$ cat config.mk
export PLATFORM = sky130hd
export DESIGN_NAME = control_unit_pipelined
export DESIGN_NICKNAME = d
export VERILOG_FILES = /design/src/rtl/control_pkg.sv /design/src/rtl/control_decoder.sv /design/src/rtl/control_unit_pipelined.sv
export SDC_FILE = /design/constraint.sdc
export NUM_CORES = 1
export LEC_CHECK = 0
export CAP_MARGIN = 20
export CORE_MARGIN = 5
export CORE_UTILIZATION = 27
export CTS_BUF_LIST = sky130_fd_sc_hd__clkbuf_8
export DETAILED_ROUTE_END_ITERATION = 12
export GPL_ROUTABILITY_DRIVEN = 0
export SYNTH_ARGS = -nofsm -noshare
export SYNTH_HDL_FRONTEND = slang
export SYNTH_SLANG_ARGS = --single-unit
$ cat constraint.sdc
create_clock -name CLK -period 0.8 [get_ports CLK]
set_input_delay 0.16 -clock CLK [delete_from_list [all_inputs] [get_ports CLK]]
set_output_delay 0.16 -clock CLK [all_outputs]
set_load 0.02 [all_outputs]
$ cat src/rtl/control_pkg.sv
// Shared constants and types for the RV32IM pipelined control unit.
// The M extension is enabled by defining RV32M_EXT_EN.
package control_pkg;

  localparam logic [6:0] OP_R      = 7'b0110011;
  localparam logic [6:0] OP_IMM    = 7'b0010011;
  localparam logic [6:0] OP_LOAD   = 7'b0000011;
  localparam logic [6:0] OP_STORE  = 7'b0100011;
  localparam logic [6:0] OP_BRANCH = 7'b1100011;
  localparam logic [6:0] OP_JAL    = 7'b1101111;
  localparam logic [6:0] OP_JALR   = 7'b1100111;
  localparam logic [6:0] OP_LUI    = 7'b0110111;
  localparam logic [6:0] OP_AUIPC  = 7'b0010111;

  localparam logic [4:0] ALU_ADD  = 5'b00000;
  localparam logic [4:0] ALU_SUB  = 5'b00001;
  localparam logic [4:0] ALU_SLL  = 5'b00010;
  localparam logic [4:0] ALU_SLT  = 5'b00011;
  localparam logic [4:0] ALU_SLTU = 5'b00100;
  localparam logic [4:0] ALU_XOR  = 5'b00101;
  localparam logic [4:0] ALU_SRL  = 5'b00110;
  localparam logic [4:0] ALU_SRA  = 5'b00111;
  localparam logic [4:0] ALU_OR   = 5'b01000;
  localparam logic [4:0] ALU_AND  = 5'b01001;
  // MUL..REMU occupy 10000..10111, low bits are FUNC3
  localparam logic [1:0] ALU_M_PREFIX = 2'b10;

  localparam logic [1:0] WB_ALU = 2'b00;
  localparam logic [1:0] WB_MEM = 2'b01;
  localparam logic [1:0] WB_PC4 = 2'b10;
  localparam logic [1:0] WB_IMM = 2'b11;

  localparam logic [2:0] IMM_I     = 3'b000;
  localparam logic [2:0] IMM_S     = 3'b001;
  localparam logic [2:0] IMM_B     = 3'b010;
  localparam logic [2:0] IMM_U     = 3'b011;
  localparam logic [2:0] IMM_J     = 3'b100;
  localparam logic [2:0] IMM_SHAMT = 3'b101;

  typedef logic [0:0] state_t;
  localparam state_t ST_IDLE = 1'b0;
  localparam state_t ST_BUSY = 1'b1;

  typedef struct packed {
    logic       write_en;
    logic       mem_write;
    logic       mem_read;
    logic       branch;
    logic       jump;
    logic       pc_select;
    logic       imm_select;
    logic       jal_select;
    logic       data_mem_select;
    logic [1:0] wb_method;
    logic [2:0] imm_pick;
    logic [4:0] alu_op;
    logic [2:0] mem_func3;
    logic       illegal;
  } ctrl_t;

  // Base-ISA ALU op from FUNC3; alt selects SUB/SRA.
  function automatic logic [4:0] alu_base(input logic [2:0] f3, input logic alt);
    case (f3)
      3'b000:  return alt ? ALU_SUB : ALU_ADD;
      3'b001:  return ALU_SLL;
      3'b010:  return ALU_SLT;
      3'b011:  return ALU_SLTU;
      3'b100:  return ALU_XOR;
      3'b101:  return alt ? ALU_SRA : ALU_SRL;
      3'b110:  return ALU_OR;
      default: return ALU_AND;
    endcase
  endfunction

endpackage

$ cat src/rtl/control_decoder.sv
// Combinational RV32I(M) decode of OPCODE/FUNC3/FUNC7 into the control bundle.
// M-extension encodings decode only when RV32M_EXT_EN is defined.
module control_decoder
  import control_pkg::*;
(
  input  logic [6:0] opcode,
  input  logic [2:0] func3,
  input  logic [6:0] func7,
  output ctrl_t      ctrl,
  output logic       is_mul,
  output logic       is_div
);

  logic ill;

  always_comb begin
    ctrl = '0;
    ctrl.mem_func3 = func3;
    is_mul = 1'b0;
    is_div = 1'b0;
    ill = 1'b0;
    case (opcode)
      OP_R: begin
        ctrl.write_en = 1'b1;
        case (func7)
          7'b0000000: ctrl.alu_op = alu_base(func3, 1'b0);
          7'b0100000: begin
            ctrl.alu_op = alu_base(func3, 1'b1);
            ill = !(func3 == 3'b000 || func3 == 3'b101);
          end
`ifdef RV32M_EXT_EN
          7'b0000001: begin
            ctrl.alu_op = {ALU_M_PREFIX, func3};
            is_mul = !func3[2];
            is_div = func3[2];
          end
`endif
          default: ill = 1'b1;
        endcase
      end
      OP_IMM: begin
        ctrl.write_en   = 1'b1;
        ctrl.imm_select = 1'b1;
        ctrl.imm_pick   = IMM_I;
        ctrl.alu_op     = alu_base(func3, 1'b0);
        if (func3 == 3'b001) begin
          ctrl.imm_pick = IMM_SHAMT;
          ill = (func7 != 7'b0000000);
        end else if (func3 == 3'b101) begin
          ctrl.imm_pick = IMM_SHAMT;
          ctrl.alu_op   = alu_base(func3, func7[5]);
          ill = (func7 != 7'b0000000) && (func7 != 7'b0100000);
        end
      end
      OP_LOAD: begin
        ctrl.write_en        = 1'b1;
        ctrl.mem_read        = 1'b1;
        ctrl.imm_select      = 1'b1;
        ctrl.data_mem_select = 1'b1;
        ctrl.wb_method       = WB_MEM;
        ctrl.imm_pick        = IMM_I;
      end
      OP_STORE: begin
        ctrl.mem_write  = 1'b1;
        ctrl.imm_select = 1'b1;
        ctrl.imm_pick   = IMM_S;
      end
      OP_BRANCH: begin
        ctrl.branch   = 1'b1;
        ctrl.imm_pick = IMM_B;
        ctrl.alu_op   = ALU_SUB;
      end
      OP_JAL: begin
        ctrl.jump       = 1'b1;
        ctrl.write_en   = 1'b1;
        ctrl.jal_select = 1'b1;
        ctrl.pc_select  = 1'b1;
        ctrl.wb_method  = WB_PC4;
        ctrl.imm_pick   = IMM_J;
      end
      OP_JALR: begin
        ctrl.jump       = 1'b1;
        ctrl.write_en   = 1'b1;
        ctrl.imm_select = 1'b1;
        ctrl.wb_method  = WB_PC4;
        ctrl.imm_pick   = IMM_I;
      end
      OP_LUI: begin
        ctrl.write_en  = 1'b1;
        ctrl.wb_method = WB_IMM;
        ctrl.imm_pick  = IMM_U;
      end
      OP_AUIPC: begin
        ctrl.write_en   = 1'b1;
        ctrl.pc_select  = 1'b1;
        ctrl.imm_select = 1'b1;
        ctrl.imm_pick   = IMM_U;
        ctrl.alu_op     = ALU_ADD;
      end
      default: ill = 1'b1;
    endcase
    // Undecodable: every enable cleared, only the flag survives
    if (ill) begin
      ctrl = '0;
      ctrl.mem_func3 = func3;
      ctrl.illegal = 1'b1;
      is_mul = 1'b0;
      is_div = 1'b0;
    end
  end

endmodule

$ cat src/rtl/control_unit_pipelined.sv
// RV32IM control unit: decode registered into ID/EX, plus MUL/DIV latency sequencer.
// Define RV32M_EXT_EN to decode M-extension ops and enable the STALL sequencer.
module control_unit_pipelined
  import control_pkg::*;
#(
  parameter int MUL_LATENCY = 2,
  parameter int DIV_LATENCY = 32,
  parameter int CNT_W       = 6
) (
  input  logic       CLK,
  input  logic       RESET,
  input  logic [6:0] OPCODE,
  input  logic [2:0] FUNC3,
  input  logic [6:0] FUNC7,
  input  logic       INSTR_VALID,
  input  logic       FLUSH,
  input  logic       HOLD,
  output logic       WRITE_EN,
  output logic       MEM_WRITE,
  output logic       MEM_READ,
  output logic       BRANCH,
  output logic       JUMP,
  output logic       PC_SELECT,
  output logic       IMM_SELECT,
  output logic       JAL_SELECT,
  output logic       DATA_MEM_SELECT,
  output logic [1:0] WB_METHOD,
  output logic [2:0] IMM_PICK,
  output logic [4:0] ALU_OP,
  output logic [2:0] MEM_FUNC3,
  output logic       ILLEGAL,
  output logic       STALL
);

  ctrl_t dec, ctrl_q;
  logic  dec_is_mul, dec_is_div;
  logic  busy;

  control_decoder u_dec (
    .opcode (OPCODE),
    .func3  (FUNC3),
    .func7  (FUNC7),
    .ctrl   (dec),
    .is_mul (dec_is_mul),
    .is_div (dec_is_div)
  );

`ifdef RV32M_EXT_EN
  state_t           state;
  logic [CNT_W-1:0] cnt;
  logic [CNT_W-1:0] lat_m1;
  logic             start;

  assign busy   = (state == ST_BUSY);
  assign lat_m1 = dec_is_div ? CNT_W'(DIV_LATENCY - 1) : CNT_W'(MUL_LATENCY - 1);
  // Single-cycle ops never enter BUSY; start only when the op actually loads
  assign start  = INSTR_VALID && !HOLD &&
                  ((dec_is_mul && MUL_LATENCY > 1) || (dec_is_div && DIV_LATENCY > 1));

  always_ff @(posedge CLK or posedge RESET) begin
    if (RESET) begin
      state <= ST_IDLE;
      cnt   <= '0;
    end else if (FLUSH) begin
      state <= ST_IDLE;
      cnt   <= '0;
    end else if (busy) begin
      cnt <= cnt - 1'b1;
      if (cnt == CNT_W'(1)) state <= ST_IDLE;
    end else if (start) begin
      state <= ST_BUSY;
      cnt   <= lat_m1;
    end
  end
`else
  logic unused_m;
  assign busy     = 1'b0;
  assign unused_m = dec_is_mul ^ dec_is_div ^ ((MUL_LATENCY + DIV_LATENCY + CNT_W) == 0);
`endif

  assign STALL = busy | HOLD;

  always_ff @(posedge CLK or posedge RESET) begin
    if (RESET)       ctrl_q <= '0;
    else if (FLUSH)  ctrl_q <= '0;
    else if (!STALL) ctrl_q <= INSTR_VALID ? dec : '0;
  end

  assign WRITE_EN        = ctrl_q.write_en;
  assign MEM_WRITE       = ctrl_q.mem_write;
  assign MEM_READ        = ctrl_q.mem_read;
  assign BRANCH          = ctrl_q.branch;
  assign JUMP            = ctrl_q.jump;
  assign PC_SELECT       = ctrl_q.pc_select;
  assign IMM_SELECT      = ctrl_q.imm_select;
  assign JAL_SELECT      = ctrl_q.jal_select;
  assign DATA_MEM_SELECT = ctrl_q.data_mem_select;
  assign WB_METHOD       = ctrl_q.wb_method;
  assign IMM_PICK        = ctrl_q.imm_pick;
  assign ALU_OP          = ctrl_q.alu_op;
  assign MEM_FUNC3       = ctrl_q.mem_func3;
  assign ILLEGAL         = ctrl_q.illegal;

endmodule

-- Word-level counts from Yosys, hierarchy flattened
Cells that the tools add are included.
- add/sub/neg operators: 0
- $mul: 0
- divide/modulo/power cells: 0
- $lt $le $gt $ge: 0
- eq/ne operators: 18
- shift operators: 0
- multiplexer cells: 27
- bitwise operators: 0
- reductions and logical operators: 12
- operator list (operator ; number):
    2-to-1 mux 23 bit ; 4
    case mux 4 bit (7 select lines) ; 2
    == test 7 x 6 -> 1 bit, second input constant ; 4
    case mux 4 bit (6 select lines) ; 1
    == test 7 bit, second input constant ; 3
    case mux 3 bit (5 select lines) ; 1
    case mux 5 bit (3 select lines) ; 1
    == test 7 x 5 -> 1 bit, second input constant ; 2
    OR reduction 7 bit ; 2
    2-to-1 mux 1 bit ; 11
    case mux 5 bit (2 select lines) ; 1
    == test 3 bit, second input constant ; 3
    2-to-1 mux 8 bit ; 1
    == test 7 x 2 -> 1 bit, second input constant ; 1
    zero test 7 bit ; 1
    inequality test 7 x 6 -> 1 bit, second input constant ; 1
    nonzero test 7 bit ; 1
    == test 3 x 2 -> 1 bit, second input constant ; 2
    case mux 2 bit (3 select lines) ; 1
    OR reduction 2 bit ; 3
    2-to-1 mux 5 bit ; 1
    OR reduction 5 bit ; 1
    == test 3 x 1 -> 1 bit, second input constant ; 1
    zero test 3 bit ; 1
    other kinds (7) ; 7
- flip-flop bits (word level): 23
- bits in latches: 0
- RAM bits: 0
- bits in read-only memories: 0
- bits of input ports: 22
- output and inout bits: 24
- word-level logic and storage cells: 71
- memories kept: 0

-- Logic depth before layout (Yosys ltp)
- word-level depth: 9
- depth in mapped cells: 6
- depth with buffers taken out: 5

-- Cells and area by module
A second synthesis with hierarchy kept.
- cells, all modules: 164
- area, all modules: 1436.4 um2
- modules (own cells, without submodules) (module ; times used ; cells an instance ; area an instance (um2) ; sequential area each (um2)):
    control_unit_pipelined ; 1 ; 82 ; 945.9 ; 575.6
    control_decoder ; 1 ; 82 ; 490.5 ; 0.0

-- Worst setup path after synthesis
No wires, ideal clock.
- kind: input to register
- start point: input port FUNC7[1]
- end point: register ctrl_q (netlist bit ALU_OP[3])
- library setup time: 66 ps
- data arrival time: 1645 ps
- required time: 734 ps
- path slack: -911 ps
- stages on the path: 5
- cells stage by stage: or4_4 o41ai_2 nand3_2 nor4b_4 a32o_2
- word-level cells in the longest chain between the ends: 9
- elaborated cells on any way between the ends: 15
- those cells by class: eq/ne: 2; mux: 10; reduce/logical: 3
- ends and longest elaborated chain (what ; RTL line ; source):
    start: declaration ; control_unit_pipelined.sv:14 ; input logic [6:0] FUNC7,
    inequality test 7 x 6 -> 1 bit / nonzero test 7 bit (equally long branches) ; control_decoder.sv:52, control_decoder.sv:48 ;
    logical AND 1 bit ; control_decoder.sv:52 ; ill = (func7 != 7'b0000000) && (func7 != 7'b0100000);
    2-to-1 mux 1 bit ; control_decoder.sv:49 ; end else if (func3 == 3'b101) begin
    2-to-1 mux 1 bit ; control_decoder.sv:46 ; if (func3 == 3'b001) begin
    case mux 1 bit (3 select lines) ; control_decoder.sv:22 ; case (opcode)
    2-to-1 mux 23 bit * ; control_decoder.sv:103 ; if (ill) begin
    2-to-1 mux 23 bit * (2 in series) ; control_unit_pipelined.sv:86 ; else if (!STALL) ctrl_q <= INSTR_VALID ? dec : '0;
    2-to-1 mux 23 bit * ; control_unit_pipelined.sv:85 ; else if (FLUSH) ctrl_q <= '0;
    end signal: assignment ; control_unit_pipelined.sv:86 ;
    end: declaration ; control_unit_pipelined.sv:35 ; ctrl_t dec, ctrl_q;
Every way passes the cells marked *; elsewhere a longest branch is shown, timed or not. The select of a mux whose other input is x is not followed.
A chain may end at the register's enable or synchronous reset.

-- Final worst setup path
- start point: input port FUNC7[2]
- end point: register ctrl_q (netlist bit ALU_OP[3])
Same word-level chain as after synthesis.

==> impl_results.html <==
<table>
<tr><th>Metric</th><th>Value</th></tr>
<tr><th colspan="2">Outcome</th></tr>
<tr><td>Status</td><td>finished, violations left</td></tr>
<tr><td>Failing checks</td><td>negative setup slack</td></tr>
<tr><th colspan="2">Global route</th></tr>
<tr><td>Vias in the first global route</td><td>between 1000 and 1500</td></tr>
<tr><td>Global routing usage summed across all routing layers</td><td>0.142</td></tr>
<tr><td>Global-route wire length before repair</td><td>7.13 mm</td></tr>
<tr><td>Overflow left after global routing</td><td>0</td></tr>
<tr><td>Initial antenna violation count</td><td>0</td></tr>
<tr><td>Largest net degree at the start of global routing</td><td>22</td></tr>
<tr><th colspan="2">STA</th></tr>
<tr><td>Hold Fails Final Rpt</td><td>0</td></tr>
<tr><td>Worst setup skew after layout</td><td>0 ps</td></tr>
<tr><td>Least setup slack across all paths after layout</td><td>-763 ps</td></tr>
<tr><td>Min Clock Period, post-route</td><td>around 1600 ps</td></tr>
<tr><td>Total Negative Setup Slacks</td><td>-11330 ps</td></tr>
<tr><td>Hold WS</td><td>177 ps</td></tr>
<tr><td>Maximum operating frequency</td><td>0.640 GHz</td></tr>
<tr><td>Pins Over Slew Limit</td><td>0</td></tr>
<tr><td>Setup-violating endpoint count in the final report</td><td>40</td></tr>
<tr><td>Ratio of final minimum period to clock period</td><td>1.95</td></tr>
<tr><td>Setup repair after global routing missed its margin</td><td>yes</td></tr>
<tr><th colspan="2">Logic synthesis</th></tr>
<tr><td>Mapped Area</td><td>approximately 1300 um^2</td></tr>
<tr><td>Ranking of synthesized cells by instance count</td><td>dfrtp_1 (21), nand2_1 (14), nor2_1 (14), o21ai_0 (12)</td></tr>
<tr><td>Area share of the largest cell type after synthesis</td><td>0.397</td></tr>
<tr><td>Number of distinct standard cells referenced by the synthesized netlist</td><td>49</td></tr>
<tr><td>Synthesized net count</td><td>166</td></tr>
<tr><td>Sequential share of the synthesized area</td><td>0.397</td></tr>
<tr><td>Synth area leader</td><td>dfrtp_1</td></tr>
<tr><td>Number of enable flip-flop cells after synthesis</td><td>0</td></tr>
<tr><td>Instance count of the mapped netlist</td><td>~140</td></tr>
<tr><td>Post-Syn Area per Cell</td><td>9.19 um^2</td></tr>
<tr><td>Count leader, synth</td><td>dfrtp_1</td></tr>
<tr><td>Proportion of register bits with asynchronous set or reset after synthesis</td><td>1.00</td></tr>
<tr><td>Syn. warnings</td><td>0</td></tr>
<tr><td>Post-synthesis register bit count</td><td>21</td></tr>
<tr><td>Largest cells by area after synthesis</td><td>dfrtp_1 (40%), o21ai_0 (4.5%), nand2_1 (4.0%), nor2_1 (4.0%), a22o_1 (4.0%)</td></tr>
<tr><td>Predominant post-synthesis flop cell</td><td>dfrtp_1</td></tr>
<tr><th colspan="2">Route</th></tr>
<tr><td>Antenna Nets Post-Route</td><td>0</td></tr>
<tr><td>DRT Pass-1 Iters</td><td>4</td></tr>
<tr><td>Via density</td><td>4.68</td></tr>
<tr><td>Via count</td><td>1474</td></tr>
<tr><td>Drt wl/cell</td><td>13.7 um</td></tr>
<tr><td>Final routed wirelength across all metal layers</td><td>~4.3 mm</td></tr>
<tr><td>Post-detailed-route DRC marker count</td><td>0</td></tr>
<tr><td>DR iter-0 viols</td><td>73</td></tr>
<tr><th colspan="2">Worst setup path</th></tr>
<tr><td>Critical-path maximum fanout</td><td>3</td></tr>
<tr><td>Worst R2R Path Depth</td><td>3</td></tr>
<tr><td>Startpoint type of the worst setup path</td><td>input port</td></tr>
<tr><td>Type of destination of the critical path</td><td>register</td></tr>
<tr><td>Crit path arrival time</td><td>approximately 1800 ps</td></tr>
<tr><td>Crit Reg-Reg Startpoint</td><td>IMM_SELECT</td></tr>
<tr><td>Launching instance or port of the critical path</td><td>FUNC7[2]</td></tr>
<tr><td>Endpoint of the worst-slack reg-to-reg timing path</td><td>IMM_SELECT</td></tr>
<tr><td>Worst setup path endpoint</td><td>ALU_OP[3]</td></tr>
<tr><td>Reg-to-reg slack, setup</td><td>-140 ps</td></tr>
<tr><td>Setup Crit Path Kind</td><td>in -&gt; reg</td></tr>
<tr><td>Worst Path Required</td><td>1000 ps</td></tr>
<tr><th colspan="2">CTS</th></tr>
<tr><td>Cell chosen for the clock root</td><td>clkbuf_8</td></tr>
<tr><td>Clock-pin slew on the worst setup and hold paths</td><td>80 ps</td></tr>
<tr><td>H-tree lvl count</td><td>1</td></tr>
<tr><td>Worst-Skew Late Latency</td><td>260 ps</td></tr>
<tr><td>Hold Buf Count CTS</td><td>0</td></tr>
<tr><td>Maximum count of clock buffers along a single path</td><td>2</td></tr>
<tr><td>Number of sinks driven by the clock tree</td><td>21</td></tr>
<tr><td>CTS tree</td><td>yes</td></tr>
<tr><td>TritonCTS Buffers</td><td>3</td></tr>
<tr><th colspan="2">Floorplan</th></tr>
<tr><td>Floorplan die area</td><td>6400 um^2</td></tr>
<tr><td>Core Area</td><td>4750 um^2</td></tr>
<tr><td>Initial core utilization</td><td>0.278</td></tr>
<tr><td>Cell Rows</td><td>25</td></tr>
<tr><td>Die boundary width</td><td>about 80 um</td></tr>
<tr><td>DIE HEIGHT</td><td>80.0 um</td></tr>
<tr><td>Num ports</td><td>46</td></tr>
<tr><th colspan="2">Layout</th></tr>
<tr><td>Fillcell total</td><td>417</td></tr>
<tr><td>Final core area utilization</td><td>0.552</td></tr>
<tr><td>Number of diodes</td><td>0</td></tr>
<tr><td>Post-layout instance count excluding filler cells</td><td>315</td></tr>
<tr><td>Final layout net count</td><td>~270</td></tr>
<tr><td>Share of final-layout standard cells stronger than drive strength 1</td><td>0.597</td></tr>
<tr><td>Post-route cell area</td><td>2630 um^2</td></tr>
<tr><td>Area growth, synth to finish</td><td>98.4%</td></tr>
<tr><th colspan="2">Pwr</th></tr>
<tr><td>Leakage Power</td><td>1.27 nW</td></tr>
<tr><td>Worst VDD drop</td><td>633 uV</td></tr>
<tr><td>Power per cell area</td><td>958 nW/um^2</td></tr>
<tr><th colspan="2">Flow run</th></tr>
<tr><td>Max-capacitance violation count</td><td>0</td></tr>
<tr><th colspan="2">Placement</th></tr>
<tr><td>Quantity of I/O buffers inserted on ports</td><td>44</td></tr>
<tr><td>HPWL after DPL</td><td>2.78 mm</td></tr>
<tr><td>Cells after DPL</td><td>between 200 and 300</td></tr>
<tr><td>Total cell area at the placement stage</td><td>2130 um^2</td></tr>
<tr><th colspan="2">Hold path</th></tr>
<tr><td>Worst hold path type</td><td>in -&gt; reg</td></tr>
</table>
## registers in the layout (all words and copies together), names as in the netlist
signal / flops
WRITE_EN: 1
MEM_FUNC3: 3
IMM_SELECT: 1
ALU_OP: 4
MEM_WRITE: 1
DATA_MEM_SELECT: 1
IMM_PICK: 3
ILLEGAL: 1
PC_SELECT: 1
JUMP: 1
WB_METHOD: 2
BRANCH: 1
JAL_SELECT: 1
## worst min-delay path by stage
stage,to,cells past startpoint,from,slack [ps]
2_1_floorplan,ALU_OP[0],1,RESET,140
3_3_place_gp,MEM_WRITE,2,MEM_WRITE,470
3_5_place_dp,MEM_WRITE,2,MEM_WRITE,480
4_1_cts,ILLEGAL,3,RESET,220
5_1_grt,MEM_FUNC3[2],3,FLUSH,170
6_report,MEM_FUNC3[0],3,FLUSH,180
## per-layer routing
| metal | track usage | wire (um) | up-vias |
|---|---|---|---|
| met2 | 0.246 | 2180 | 40 |
| met1 | 0.169 | 1830 | 705 |
| met3 | 0.0429 | 247 | 6 |
| met5 | 0 | 0 | - |
| met4 | 0.0372 | 74 | 0 |
| li1 | - | - | 723 |
## stage by stage
step,total power [mW],setup WS (ps)
6_report,2.52,-763
5_1_grt,2.66,-849
4_1_cts,2.50,-785
3_5_place_dp,1.68,-1410
3_3_place_gp,1.68,-1390
2_1_floorplan,1.40,-894
## layout make-up
class,instances,area (um^2),share of cell area
flip-flops and latches,21,526,0.200
inverters,3,11.3,0.00429
clock inverters,1,3.75,0.00143
well taps,67,83.8,0.0319
clock buffers,3,41.3,0.0157
repair buffers,114,1080,0.411
multi-input cells,106,881,0.335
## placed cells by master (no fill, tap or decap), types with 2 or more instances in the layout
cell type | Yosys | routed
buf_4 | 4 | 54
buf_6 | 1 | 40
dfrtp_1 | 21 | 21
nor2_1 | 14 | 13
nand2_1 | 14 | 10
a22o_1 | 6 | 6
o21ai_2 | 0 | 6
buf_2 | 2 | 5
o21ai_1 | 1 | 4
a21oi_1 | 5 | 4
inv_1 | 3 | 4
nand2_2 | 0 | 4
nor2b_4 | 0 | 3
nand2b_1 | 4 | 3
o21ai_0 | 12 | 3
nor3_1 | 4 | 3
a32o_1 | 3 | 3
clkbuf_8 | 1 | 3
clkdlybuf4s50_1 | 0 | 3
buf_8 | 0 | 3
nand2_4 | 2 | 2
or4_4 | 2 | 2
nor3_4 | 0 | 2
nor4b_4 | 1 | 2
mux2i_1 | 2 | 2
nand3_1 | 3 | 2
dlygate4sd2_1 | 0 | 2
buf_12 | 0 | 2
## critical path, cell delays in order
cell	delay, ps
buf_6	90
or4_4	570
o41ai_4	260
nand3_2	140
nor4b_4	340
a32o_2	210
## power by group
| group | internal (mW) | switching (mW) |
|---|---|---|
| registers | 1.07 | 0.00703 |
| clock network | 0.342 | 0.344 |
| logic | 0.404 | 0.349 |
| total | 1.82 | 0.700 |
## kinds of logic after synthesis
family | count (synthesis) | synth area share
DFF | 21 | 0.397
other | 1 | 0.00283
and+or+nand+nor | 62 | 0.280
AOI/OAI and AO/OA | 40 | 0.222
muxes | 3 | 0.0236
buffers and inverters | 17 | 0.0747
## timing repair
item,CTS,global route
cloned,1,0
endpoints found under the setup margin,44,41
gates resized for setup,229,25
pin swaps,24,11
buffers inserted,19,13
(Power assumes the default switching activity.)
